**src/rtl/bus_ctrl.sv**
```systemverilog
// ---------------------------------------------------------------------------
// bus_ctrl -- single-master system-bus controller
//
// Sits between the CPU memory port and two slaves (RAM and UART). Each CPU
// access is decoded into the RAM or UART region and forwarded with zero
// latency while idle. Read data is steered back from the slave that took the
// last read strobe. A UART write issued while the UART is busy is parked in
// hold registers and the CPU is stalled until the UART frees up, or until a
// timeout expires and the write is dropped.
//
// Ports
//   clk_i, rst_ni            clock, asynchronous active-low reset
//   cpu_addr_i/rstrb_i/
//   wmask_i/wdata_i          CPU request (nonzero wmask = write)
//   cpu_rdata_o              read data, valid the cycle after the strobe
//   cpu_wbusy_o/rbusy_o      CPU stalls
//   ram_*_o / ram_rdata_i    RAM slave port
//   uart_*_o / uart_rdata_i  UART slave port
//   uart_busy_i              UART transmitter busy
//   err_o                    sticky: unmapped access, read+write collision,
//                            or dropped UART write
// ---------------------------------------------------------------------------
module bus_ctrl #(
   parameter int IO_CTRL_BIT   = 22,
   parameter int UART_CTRL_BIT = 1,
   parameter int TIMEOUT       = 1024,
   parameter int TO_W          = 11
) (
   input  logic        clk_i,
   input  logic        rst_ni,
   input  logic [31:0] cpu_addr_i,
   input  logic        cpu_rstrb_i,
   input  logic [3:0]  cpu_wmask_i,
   input  logic [31:0] cpu_wdata_i,
   output logic [31:0] cpu_rdata_o,
   output logic        cpu_wbusy_o,
   output logic        cpu_rbusy_o,
   output logic [31:0] ram_addr_o,
   output logic        ram_rstrb_o,
   output logic [3:0]  ram_wmask_o,
   output logic [31:0] ram_wdata_o,
   input  logic [31:0] ram_rdata_i,
   output logic [31:0] uart_addr_o,
   output logic        uart_rstrb_o,
   output logic [3:0]  uart_wmask_o,
   output logic [31:0] uart_wdata_o,
   input  logic [31:0] uart_rdata_i,
   input  logic        uart_busy_i,
   output logic        err_o
);

   typedef enum logic {S_IDLE, S_WR_HOLD} state_t;
   typedef enum logic [1:0] {RD_NONE, RD_RAM, RD_UART} rdsel_t;

   state_t          r_state;
   rdsel_t          r_rd_sel;
   logic [TO_W-1:0] r_cnt;
   logic            r_err;
   logic [3:0]      r_hmask;
   logic [31:0]     r_hdata;
   logic [31:0]     r_haddr;

   logic w_idle;
   logic w_hold;
   logic w_ram_sel;
   logic w_uart_sel;
   logic w_unmapped;
   logic w_wr;
   logic w_rd;
   logic w_stall;
   logic w_limit;
   logic w_hold_busy;

   // Decode
   assign w_ram_sel  = ~cpu_addr_i[IO_CTRL_BIT];
   assign w_uart_sel = cpu_addr_i[IO_CTRL_BIT] & cpu_addr_i[UART_CTRL_BIT + 2];
   assign w_unmapped = ~w_ram_sel & ~w_uart_sel;
   assign w_wr       = |cpu_wmask_i;
   // A read that collides with a write is not forwarded.
   assign w_rd       = cpu_rstrb_i & ~w_wr;

   // Gating by rst_ni keeps every strobe and mask low for the whole time
   // reset is held, not just from the next edge.
   assign w_idle = rst_ni & (r_state == S_IDLE);
   assign w_hold = rst_ni & (r_state == S_WR_HOLD);

   assign w_stall     = w_idle & w_wr & w_uart_sel & uart_busy_i;
   assign w_limit     = (r_cnt == TO_W'(TIMEOUT - 1));
   // The hold cycle that releases (UART free or timeout) already lets the
   // CPU go, so the CPU retires its request on that edge.
   assign w_hold_busy = w_hold & uart_busy_i & ~w_limit;

   assign cpu_wbusy_o = w_stall | w_hold_busy;
   assign cpu_rbusy_o = w_hold_busy;

   // RAM side: address and data always follow the CPU; only strobes gate.
   assign ram_addr_o  = cpu_addr_i;
   assign ram_wdata_o = cpu_wdata_i;
   assign ram_rstrb_o = w_idle & w_rd & w_ram_sel;
   assign ram_wmask_o = (w_idle & w_ram_sel) ? cpu_wmask_i : 4'h0;

   // UART side: during hold the parked write replaces the CPU request.
   assign uart_addr_o  = w_hold ? r_haddr : cpu_addr_i;
   assign uart_wdata_o = w_hold ? r_hdata : cpu_wdata_i;
   assign uart_rstrb_o = w_idle & w_rd & w_uart_sel;

   always_comb begin
      uart_wmask_o = 4'h0;
      if (w_idle & w_uart_sel & ~uart_busy_i)
         uart_wmask_o = cpu_wmask_i;
      else if (w_hold & ~uart_busy_i)
         uart_wmask_o = r_hmask;
   end

   always_comb begin
      cpu_rdata_o = 32'h0;
      case (r_rd_sel)
         RD_RAM:  cpu_rdata_o = ram_rdata_i;
         RD_UART: cpu_rdata_o = uart_rdata_i;
         default: cpu_rdata_o = 32'h0;
      endcase
   end

   assign err_o = r_err;

   // Control FSM
   always_ff @(posedge clk_i or negedge rst_ni) begin
      if (!rst_ni) begin
         r_state  <= S_IDLE;
         r_rd_sel <= RD_NONE;
         r_cnt    <= '0;
         r_err    <= 1'b0;
      end else begin
         case (r_state)
            S_IDLE: begin
               if (cpu_rstrb_i) begin
                  if (w_wr | w_unmapped) r_rd_sel <= RD_NONE;
                  else if (w_ram_sel)    r_rd_sel <= RD_RAM;
                  else                   r_rd_sel <= RD_UART;
               end
               if ((cpu_rstrb_i | w_wr) & w_unmapped) r_err <= 1'b1;
               if (cpu_rstrb_i & w_wr)                r_err <= 1'b1;
               if (w_stall) begin
                  r_state <= S_WR_HOLD;
                  r_cnt   <= '0;
               end
            end
            S_WR_HOLD: begin
               r_cnt <= r_cnt + TO_W'(1);
               // A UART that frees up on the limit cycle still gets the write.
               if (!uart_busy_i) begin
                  r_state <= S_IDLE;
               end else if (w_limit) begin
                  r_state <= S_IDLE;
                  r_err   <= 1'b1;
               end
            end
            default: r_state <= S_IDLE;
         endcase
      end
   end

   // Hold registers for the parked UART write (data only, no reset needed)
   always_ff @(posedge clk_i) begin
      if (w_stall) begin
         r_hmask <= cpu_wmask_i;
         r_hdata <= cpu_wdata_i;
         r_haddr <= cpu_addr_i;
      end
   end

endmodule
```
**config.mk**
```make
export PLATFORM = sky130hd
export DESIGN_NAME = bus_ctrl
export DESIGN_NICKNAME = d
export VERILOG_FILES = /design/src/rtl/bus_ctrl.sv
export SDC_FILE = /design/constraint.sdc
export NUM_CORES = 1
export LEC_CHECK = 0
export BUFFER_PORTS_ARGS = -buffer_cell sky130_fd_sc_hd__buf_2
export CAP_MARGIN = 15
export CORE_MARGIN = 1
export CORE_UTILIZATION = 25
export CTS_CLUSTER_DIAMETER = 200
export CTS_CLUSTER_SIZE = 20
export DETAILED_ROUTE_END_ITERATION = 10
export PLACE_DENSITY = 0.52
export RECOVER_POWER = 25
export SLEW_MARGIN = 20
export SYNTH_ARGS = -nofsm -noshare
export SYNTH_HDL_FRONTEND = slang
export SYNTH_SLANG_ARGS = --single-unit
```
**constraint.sdc**
```tcl
create_clock -name clk_i -period 8.7 [get_ports clk_i]
set_clock_uncertainty 0.05 [all_clocks]
set_input_delay 0.87 -clock clk_i [delete_from_list [all_inputs] [get_ports clk_i]]
set_output_delay 0.87 -clock clk_i [all_outputs]
set_load 0.02 [all_outputs]
```
==> flow_summary.yaml, run 1 <==
status:
  outcome: "complete, no violations"
timing:
  tightest_slew_ps: 1070
  finalMaxSlewViolations: 0
  rsz0062_at_grt: "false"
  setup_viol: 0
  fin_crit_ps: 4370
  setup_tns_ps: 0
  max_freq_ghz: 0.229
  slew_headroom_pct: 28.5
  fin_ws_ps: 4330
  hold_viol: 0
  min_period_over_period_pct: 50.3
floorplan:
  die_y_um: 138
  die-area_um2: 18900
  num_rows: 49
  start_util_pct: 25.5
  io_pins: 309
  core_area_um2: 18000
  die_x_um: 138
power:
  p_leak_nw: 2.53
  cellPowerDensity_nw_per_um2: 164
  ir_drop_uv: 75.5
placement:
  place.gp.congestion: 0.766
  portBuffers: 308
  dp_hpwl_um: 10100
  place_ws_ps: 4840
clock_network:
  cts_setup_buffers: 0
  path_clk_slew_ps: 60
  clockBufferDepth: 2
  clock_sinks: 83
  root_buffer: "clkbuf_16"
  h-tree-depth: 3
  numCtsBuffers: 9
  insertion_delay_ps: 340
  hold_buffers: 0
  postCtsResizedCells: 0
  cts_tree: "done"
grt:
  track_usage_pct: 13.0
  grt_first_pass_wirelength_um: 18200
  grt_max_degree: 75
  antenna_found_initial: 0
  grt_pass1_vias: 3509
  grt_overflow: 0
critical_path:
  worst_setup_path_start_kind: "input pin"
  cp-end-kind: "output port"
  r2r_slack_ps: 6090
  cp_max_fo: 35
  cp.required_ps: 7780
  worstPathArrival_ps: 3450
  crit_type: "in -> out"
route:
  antenna_left: 0
  drt-initial-drc-count: 121
  wl_per_cell_um: 15.6
  drt_pass1_iterations: 4
  vias_per_cell: 4.53
  drc: 0
  via_count: 3852
  finalWirelength_um: 13200
synthesis:
  synth_area_um2: 4600
  synth-edff-count: 68
  synth.top_cell.area_share_pct: 44.4
  synthFlopType: "edfxtp_1"
  synthTopCellsByArea: "edfxtp_1, mux2_2, buf_4, dfrtp_1, a22oi_1"
  synth_cell_types: 40
  synthCells: 377
  yosysTopAreaCell: "edfxtp_1"
  synth_nets: 516
  syn_avg_cell_area_um2: 12.2
  synthArstFlopShare_pct: 18.1
  yosysWarnings: 0
  yosysSeqAreaShare_pct: 52.6
  synth-seq-cells: 83
final_layout:
  drive_gt1_share_pct: 51.9
  nNetsFinal: 756
  n_antenna_cell: 0
  areaGrowthSynthToFinish_pct: 32.1
hold_path:
  holdCritPathClass: "reg -> reg"
flow_run:
  maxCapViolCount: 0
## stage by stage
step	hold slack (ps)	total power, mW	area [um^2]	util (%)	instances
finish	462	0.994	6070	33.7	850
global route	481	1.04	6070	33.7	850
CTS	402	1.01	6160	34.2	850
detailed placement	446	0.666	5900	32.7	835
global placement	448	0.663	5900	32.7	835
floorplan	418	0.598	4600	-	377
## layer usage
metal / up-vias / part of all wire, % / GRT usage [%]
met2: 208 / 53 / 24.0
li1: 1823 / - / -
met1: 1807 / 38 / 13.8
met5: - / 0 / 0
met3: 14 / 6.9 / 2.50
met4: 0 / 2.0 / 7.08
## cell type report
type / count / area [um^2]
fillers: 1901 / 12000
flip-flops and latches: 83 / 2420
multi-input cells: 208 / 1620
repair buffers: 310 / 1470
well taps: 229 / 287
clock buffers: 10 / 229
clock inverters: 5 / 31.3
inverters: 5 / 18.8
## logic make-up after synthesis
kind of cell             synth area share (%)
XOR/XNOR                                0.381
buffers and inverters                    12.4
AO/OA/AOI/OAI                            9.55
adder cells (fa/ha/maj)                  1.06
multiplexers                             16.1
AND/OR/NAND/NOR                          8.00
flip-flops                               52.6
## final timing paths
| path | start | to | cells after the start |
|---|---|---|---|
| setup / recovery | rst_ni | uart_wmask_o[0] | 6 |
| hold / removal | r_rd_sel[0] | r_rd_sel[0] | 2 |
| setup reg to reg | r_state | r_hmask[3] | 3 |
| hold reg to reg | r_rd_sel[0] | r_rd_sel[0] | 2 |
| max in group asynchronous | rst_ni | r_rd_sel[1] | 1 |
| min in group asynchronous | rst_ni | r_cnt[6] | 1 |
## worst max-delay path, stage by stage
cell and delay, ps:
clkbuf_1 730, nand2_2 690, buf_4 500, nor2_1 260
a22o_1 180, buf_2 160
## cell usage after synthesis (all sizes together), types with 2 or more instances
cell / number
nor3: 4
o31a: 2
inv: 4
nand2: 11
a211o: 3
a22oi: 32
xor2: 2
a22o: 4
o21ai: 4
nand4: 3
nand2b: 2
o31ai: 4
nor2: 38
nor4: 4
edfxtp: 68
clkbuf: 13
ha: 3
and3: 2
o21bai: 2
mux2: 64
and2: 4
a21oi: 2
dfrtp: 15
mux2i: 2
or4: 2
buf: 68
nand3: 4
## flip-flops by register name, summed over array words and instances (netlist names)
name,cells
r_cnt,11
r_state,1
r_rd_sel,2
r_haddr,32
r_hdata,32
err_o,1
r_hmask,4
## placed cells by master (no fill, tap or decap), types with 3 or more instances in the layout
cell | netlist | routed
and2_1 | 4 | 4
mux2_2 | 64 | 64
nand2_1 | 11 | 10
edfxtp_1 | 68 | 68
buf_2 | 4 | 239
a22o_1 | 4 | 4
o21ai_0 | 4 | 4
nand3_1 | 4 | 4
dfrtp_1 | 15 | 15
nor2_1 | 38 | 38
clkinvlp_4 | 0 | 3
ha_1 | 3 | 3
nor3_1 | 4 | 3
nand4_1 | 3 | 3
inv_1 | 4 | 4
a22oi_1 | 32 | 32
nor4_1 | 3 | 3
clkbuf_1 | 13 | 70
o31ai_1 | 4 | 4
clkbuf_16 | 0 | 9
a211o_1 | 3 | 3
## power breakdown
part | internal, mW | switching, mW | total [mW]
Clock | 0.190 | 0.152 | 0.342
Combinational | 0.0732 | 0.113 | 0.186
Sequential | 0.449 | 0.0169 | 0.466
Total | 0.712 | 0.282 | 0.994
Power figures use the tool's default switching activity.
==> run 2: changes to the inputs <==
Settings changed: ABC_AREA set to 1, PLACE_DENSITY 0.52 to 0.53.
Clock period 8.7 ns to 3.9 ns, I/O delays scaled along.
==> flow_summary.yaml, run 2 <==
timing:
  slew_headroom_pct: 29.3
  fin_ws_ps: 770
  setup_viol: 0
  max_freq_ghz: 0.320
  fin_crit_ps: 3130
  rsz0062_at_grt: "false"
  min_period_over_period_pct: 80.2
  tightest_slew_ps: 1060
  finalMaxSlewViolations: 0
  setup_tns_ps: 0
  whs_ps: 236
  hold_viol: 0
synthesis:
  syn_avg_cell_area_um2: 8.18
  synth_area_um2: 4830
  synthTopCellsByArea: "edfxtp_1, nand2_1, buf_4, dfrtp_1, a21oi_1"
  yosysTopAreaCell: "edfxtp_1"
  synth-seq-cells: 83
  synth.top_cell.area_share_pct: 42.3
  synth-edff-count: 68
  yosysSeqAreaShare_pct: 50.1
  synthFlopType: "edfxtp_1"
  yosysWarnings: 0
  synthCells: 590
  netlist_top_cells_count: "nand2_1, edfxtp_1, buf_4"
  synthArstFlopShare_pct: 18.1
  yosys.cell_count.top_type: "nand2_1"
  synth_nets: 729
  synth_cell_types: 28
final_layout:
  areaGrowthSynthToFinish_pct: 31.1
  num-fill-cells: 2041
  final_cell_mix: "nand2_1, buf_2, clkbuf_1, edfxtp_1, a21oi_1"
  postLayoutCoreUtil_pct: 33.6
  drive_gt1_share_pct: 33.6
  final_cells: 1090
  largest_registers: "r_haddr (32), r_hdata (32), r_cnt (11)"
  fin_area_um2: 6330
  n_antenna_cell: 0
  nNetsFinal: 965
  final_common_cell: "nand2_1"
clock_network:
  h-tree-depth: 3
  root_buffer: "clkbuf_16"
  clockBufferDepth: 2
  cts_tree: "done"
  insertion_delay_ps: 330
  postCtsResizedCells: 0
  numCtsBuffers: 9
  path_clk_slew_ps: 60
  clock_sinks: 83
critical_path:
  critical-path-max-stage-delay_ps: 660
  cp_top_family: "buffers and inverters"
  worstPathCellList: "dlygate4sd3_1, buf_2, nand2_4, inv_2, buf_4, nand2_1, nand2_1, buf_2"
  reg2reg_depth: 6
  worstPathBufferInverterCount: 5
  crit_start: "rst_ni"
  cp-end-kind: "output port"
  worst_setup_path_start_kind: "input pin"
  crit_cells: 8
  worst_path_max_delay_cell: "inv_2"
  worstSetupEndpoint: "uart_wdata_o[2]"
  worstPathArrival_ps: 2690
  timing.rr.start: "r_state"
  cp.required_ps: 3460
  regToRegEndpoint: "r_hdata[29]"
  r2r_slack_ps: 1430
  crit_type: "in -> out"
  cp_max_fo: 47
floorplan:
  core_area_um2: 18800
  die_x_um: 141
  start_util_pct: 25.6
  num_rows: 50
  die_y_um: 141
  io_pins: 309
  die-area_um2: 19900
grt:
  grt_first_pass_wirelength_um: 21500
  track_usage_pct: 14.2
  antenna_found_initial: 3
  grt_max_degree: 63
  grt_pass1_vias: 4085
  grt_overflow: 0
placement:
  portBuffers: 308
  placed_cells: 1074
  place_area_um2: 6140
  dp_hpwl_um: 11200
  place.gp.congestion: 0.772
  place_ws_ps: 1240
route:
  wl_per_cell_um: 13.5
  drc: 0
  finalWirelength_um: 14700
  drt-initial-drc-count: 156
  drt_pass1_iterations: 4
  via_count: 4570
  antenna_left: 0
  vias_per_cell: 4.19
power:
  totalPowerFinal_mw: 2.24
  cellPowerDensity_nw_per_um2: 354
  ir_drop_uv: 142
  p_leak_nw: 2.94
hold_path:
  holdCritPathClass: "in -> reg"
status:
  outcome: "complete, no violations"
flow_run:
  maxCapViolCount: 0
## run 2: layout make-up
class	instances	area [um^2]	share of cell area, %
clock buffers	10	229	3.62
repair buffers	313	1510	23.8
clock inverters	5	31.3	0.494
inverters	27	106	1.68
flip-flops and latches	83	2420	38.2
multi-input cells	392	1710	27.0
well taps	260	325	5.14
## run 2: where the power goes
part | total (mW) | switching (mW) | internal, mW
combinational | 0.444 | 0.293 | 0.151
sequential | 1.03 | 0.0287 | 0.998
clock | 0.768 | 0.343 | 0.425
total | 2.24 | 0.665 | 1.57
## run 2: how the worst min path moves through the flow
stage	from	slack, ps	endpoint	depth (start not counted)
global placement	rst_ni	300	err_o	1
global route	cpu_wdata_i[23]	230	r_hdata[23]	1
CTS	cpu_wdata_i[30]	190	r_hdata[30]	1
detailed placement	rst_ni	310	err_o	1
finish	cpu_addr_i[1]	240	r_haddr[1]	1
floorplan	rst_ni	40	err_o	0
## run 2: cells by family after synthesis
family | after synthesis | share of synthesized area [%]
fa+ha+maj | 3 | 0.778
buf+inv | 115 | 14.6
simple gates | 338 | 28.7
compound gates | 51 | 5.86
flops | 83 | 50.1
## run 2: worst register-to-register path: cells and delay by family, from the launching register on
family | cells | cell delay [ps]
and+or+nand+nor | 3 | 340
buffers and inverters | 3 | 1100
DFF | 1 | 640
## run 2: metal layers
layer  global-route usage [%]  share of wire, %
met3                     4.08               8.3
met4                     5.03               2.0
met1                     15.3                40
met5                        0              0.24
met2                     26.3                50
## run 2: timing repair
action,in CTS,in global routing
hold buffers,1,0
hold endpoints to repair,15,0
setup buffers,0,0
==> run 3: changes to the inputs <==
Settings changed: PLACE_DENSITY 0.53 to 0.51.
Clock period 3.9 ns to 3.17 ns, I/O delays scaled along.
==> flow_summary.yaml, run 3 (synthesis gave the netlist of run 2 again) <==
route:
  finalWirelength_um: 15100
  drc: 0
  antenna_left: 0
  drt_pass1_iterations: 4
  wl_per_cell_um: 13.8
  wl_met2_um: 7570
  vias_per_cell: 4.20
  top_layer: "met5"
  via_count: 4603
  wl_met1_um: 6000
  wl_met3_um: 1170
  drt-initial-drc-count: 95
timing:
  min_period_over_period_pct: 80.8
  hold_viol: 0
  finalMaxSlewViolations: 0
  setup_viol: 0
  rsz0062_at_grt: "false"
  max_freq_ghz: 0.390
  fin_ws_ps: 607
  whs_ps: 155
  slew_headroom_pct: 54.7
  setup_tns_ps: 0
  tightest_slew_ps: 680
  fin_crit_ps: 2560
final_layout:
  n_antenna_cell: 0
  final_cell_mix: "nand2_1, buf_2, clkbuf_1, edfxtp_1, a21oi_1"
  areaGrowthSynthToFinish_pct: 33.0
  largest_registers: "r_haddr (32), r_hdata (32), r_cnt (11)"
  nNetsFinal: 970
  final_cells: 1095
  postLayoutCoreUtil_pct: 34.1
  drive_gt1_share_pct: 33.9
  final_common_cell: "nand2_1"
clock_network:
  insertion_delay_ps: 340
  clockBufferDepth: 2
  root_buffer: "clkbuf_16"
  numCtsBuffers: 9
  clock_sinks: 83
  cts_tree: "done"
  h-tree-depth: 3
  path_clk_slew_ps: 60
hold_path:
  holdCritPathClass: "in -> reg"
  holdPathStages: 1
power:
  p_leak_nw: 3.00
  cellPowerDensity_nw_per_um2: 455
  ir_drop_uv: 275
grt:
  grt_first_pass_wirelength_um: 22500
  grt_max_degree: 70
  grt_overflow: 0
  antenna_found_initial: 1
  track_usage_pct: 14.8
  grt_pass1_vias: 4277
flow_run:
  maxCapViolCount: 0
placement:
  placed_cells: 1079
  place_ws_ps: 1140
  place.gp.congestion: 0.788
  dp_hpwl_um: 11400
  portBuffers: 308
critical_path:
  worstPathBufferInverterCount: 5
  cp.required_ps: 2800
  crit_top_cell: "nand2_1"
  cp_max_fo: 32
  worstPathCellList: "dlygate4sd3_1, clkbuf_1, nand2_4, inv_2, buf_4, nand2_1, nand2_1, buf_2"
  crit_type: "in -> out"
  worstPathArrival_ps: 2200
  critical-path-max-stage-delay_ps: 520
  crit_cells: 8
  reg2reg_depth: 7
  worst_path_max_delay_cell: "dlygate4sd3_1"
  cp-end-kind: "output port"
  cp_top_family: "buffers and inverters"
  worst_setup_path_start_kind: "input pin"
floorplan:
  die_x_um: 141
  num_rows: 50
  start_util_pct: 25.6
  core_area_um2: 18800
  die-area_um2: 19900
  die_y_um: 141
  io_pins: 309
status:
  outcome: "complete, no violations"
==> run 3: changes by cell type in the layout (fill, tap and decap cells not counted), sizes merged <==
cell | previous run | this run
buf | 243 | 247
bufinv | 0 | 2
clkinvlp | 3 | 1
clkinv | 2 | 3
==> run 3: final timing paths <==
check	startpoint	endpoint	slack (ps)
worst max-delay path	rst_ni	uart_addr_o[15]	610
worst min-delay path	cpu_addr_i[14]	r_haddr[14]	160
worst max register to register	r_state	r_hdata[26]	1220
worst min register to register	err_o	err_o	430
max in group asynchronous	rst_ni	r_cnt[10]	2320
min in group asynchronous	rst_ni	r_cnt[5]	560
==> run 3: area by class of cell <==
| class | instances | area, um^2 |
|---|---|---|
| Fill cell | 2024 | 12400 |
| Sequential cell | 83 | 2420 |
| Multi-Input combinational cell | 392 | 1710 |
| Timing Repair Buffer | 318 | 1560 |
| Tap cell | 260 | 325 |
| Clock buffer | 9 | 225 |
| Inverter | 27 | 106 |
| Clock inverter | 6 | 81.3 |
==> run 3: timing repair <==
action                                 in CTS  in global routing
endpoints found under the hold margin      15                  0
resized for setup                           0                  0
hold buffers                                1                  0
setup buffers                               0                  0
==> run 3: layer usage <==
| layer | GRT usage (%) | vias up |
|---|---|---|
| li1 | - | 2302 |
| met1 | 16.3 | 2037 |
| met2 | 27.7 | 238 |
| met3 | 3.57 | 24 |
| met4 | 5.32 | 2 |
| met5 | 0 | - |
==> run 3: through the flow <==
step | cell area, um^2 | power [mW]
after global placement | 6190 | 1.86
final | 6420 | 2.92
after floorplan | 4830 | 1.65
after detailed placement | 6190 | 1.86
after global routing | 6420 | 3.05
after CTS | 6510 | 2.97
==> run 3: report_power, final <==
group,total [mW],internal [mW],switching (mW)
Sequential,1.26,1.23,0.0323
Combinational,0.553,0.188,0.365
Clock,1.11,0.680,0.431
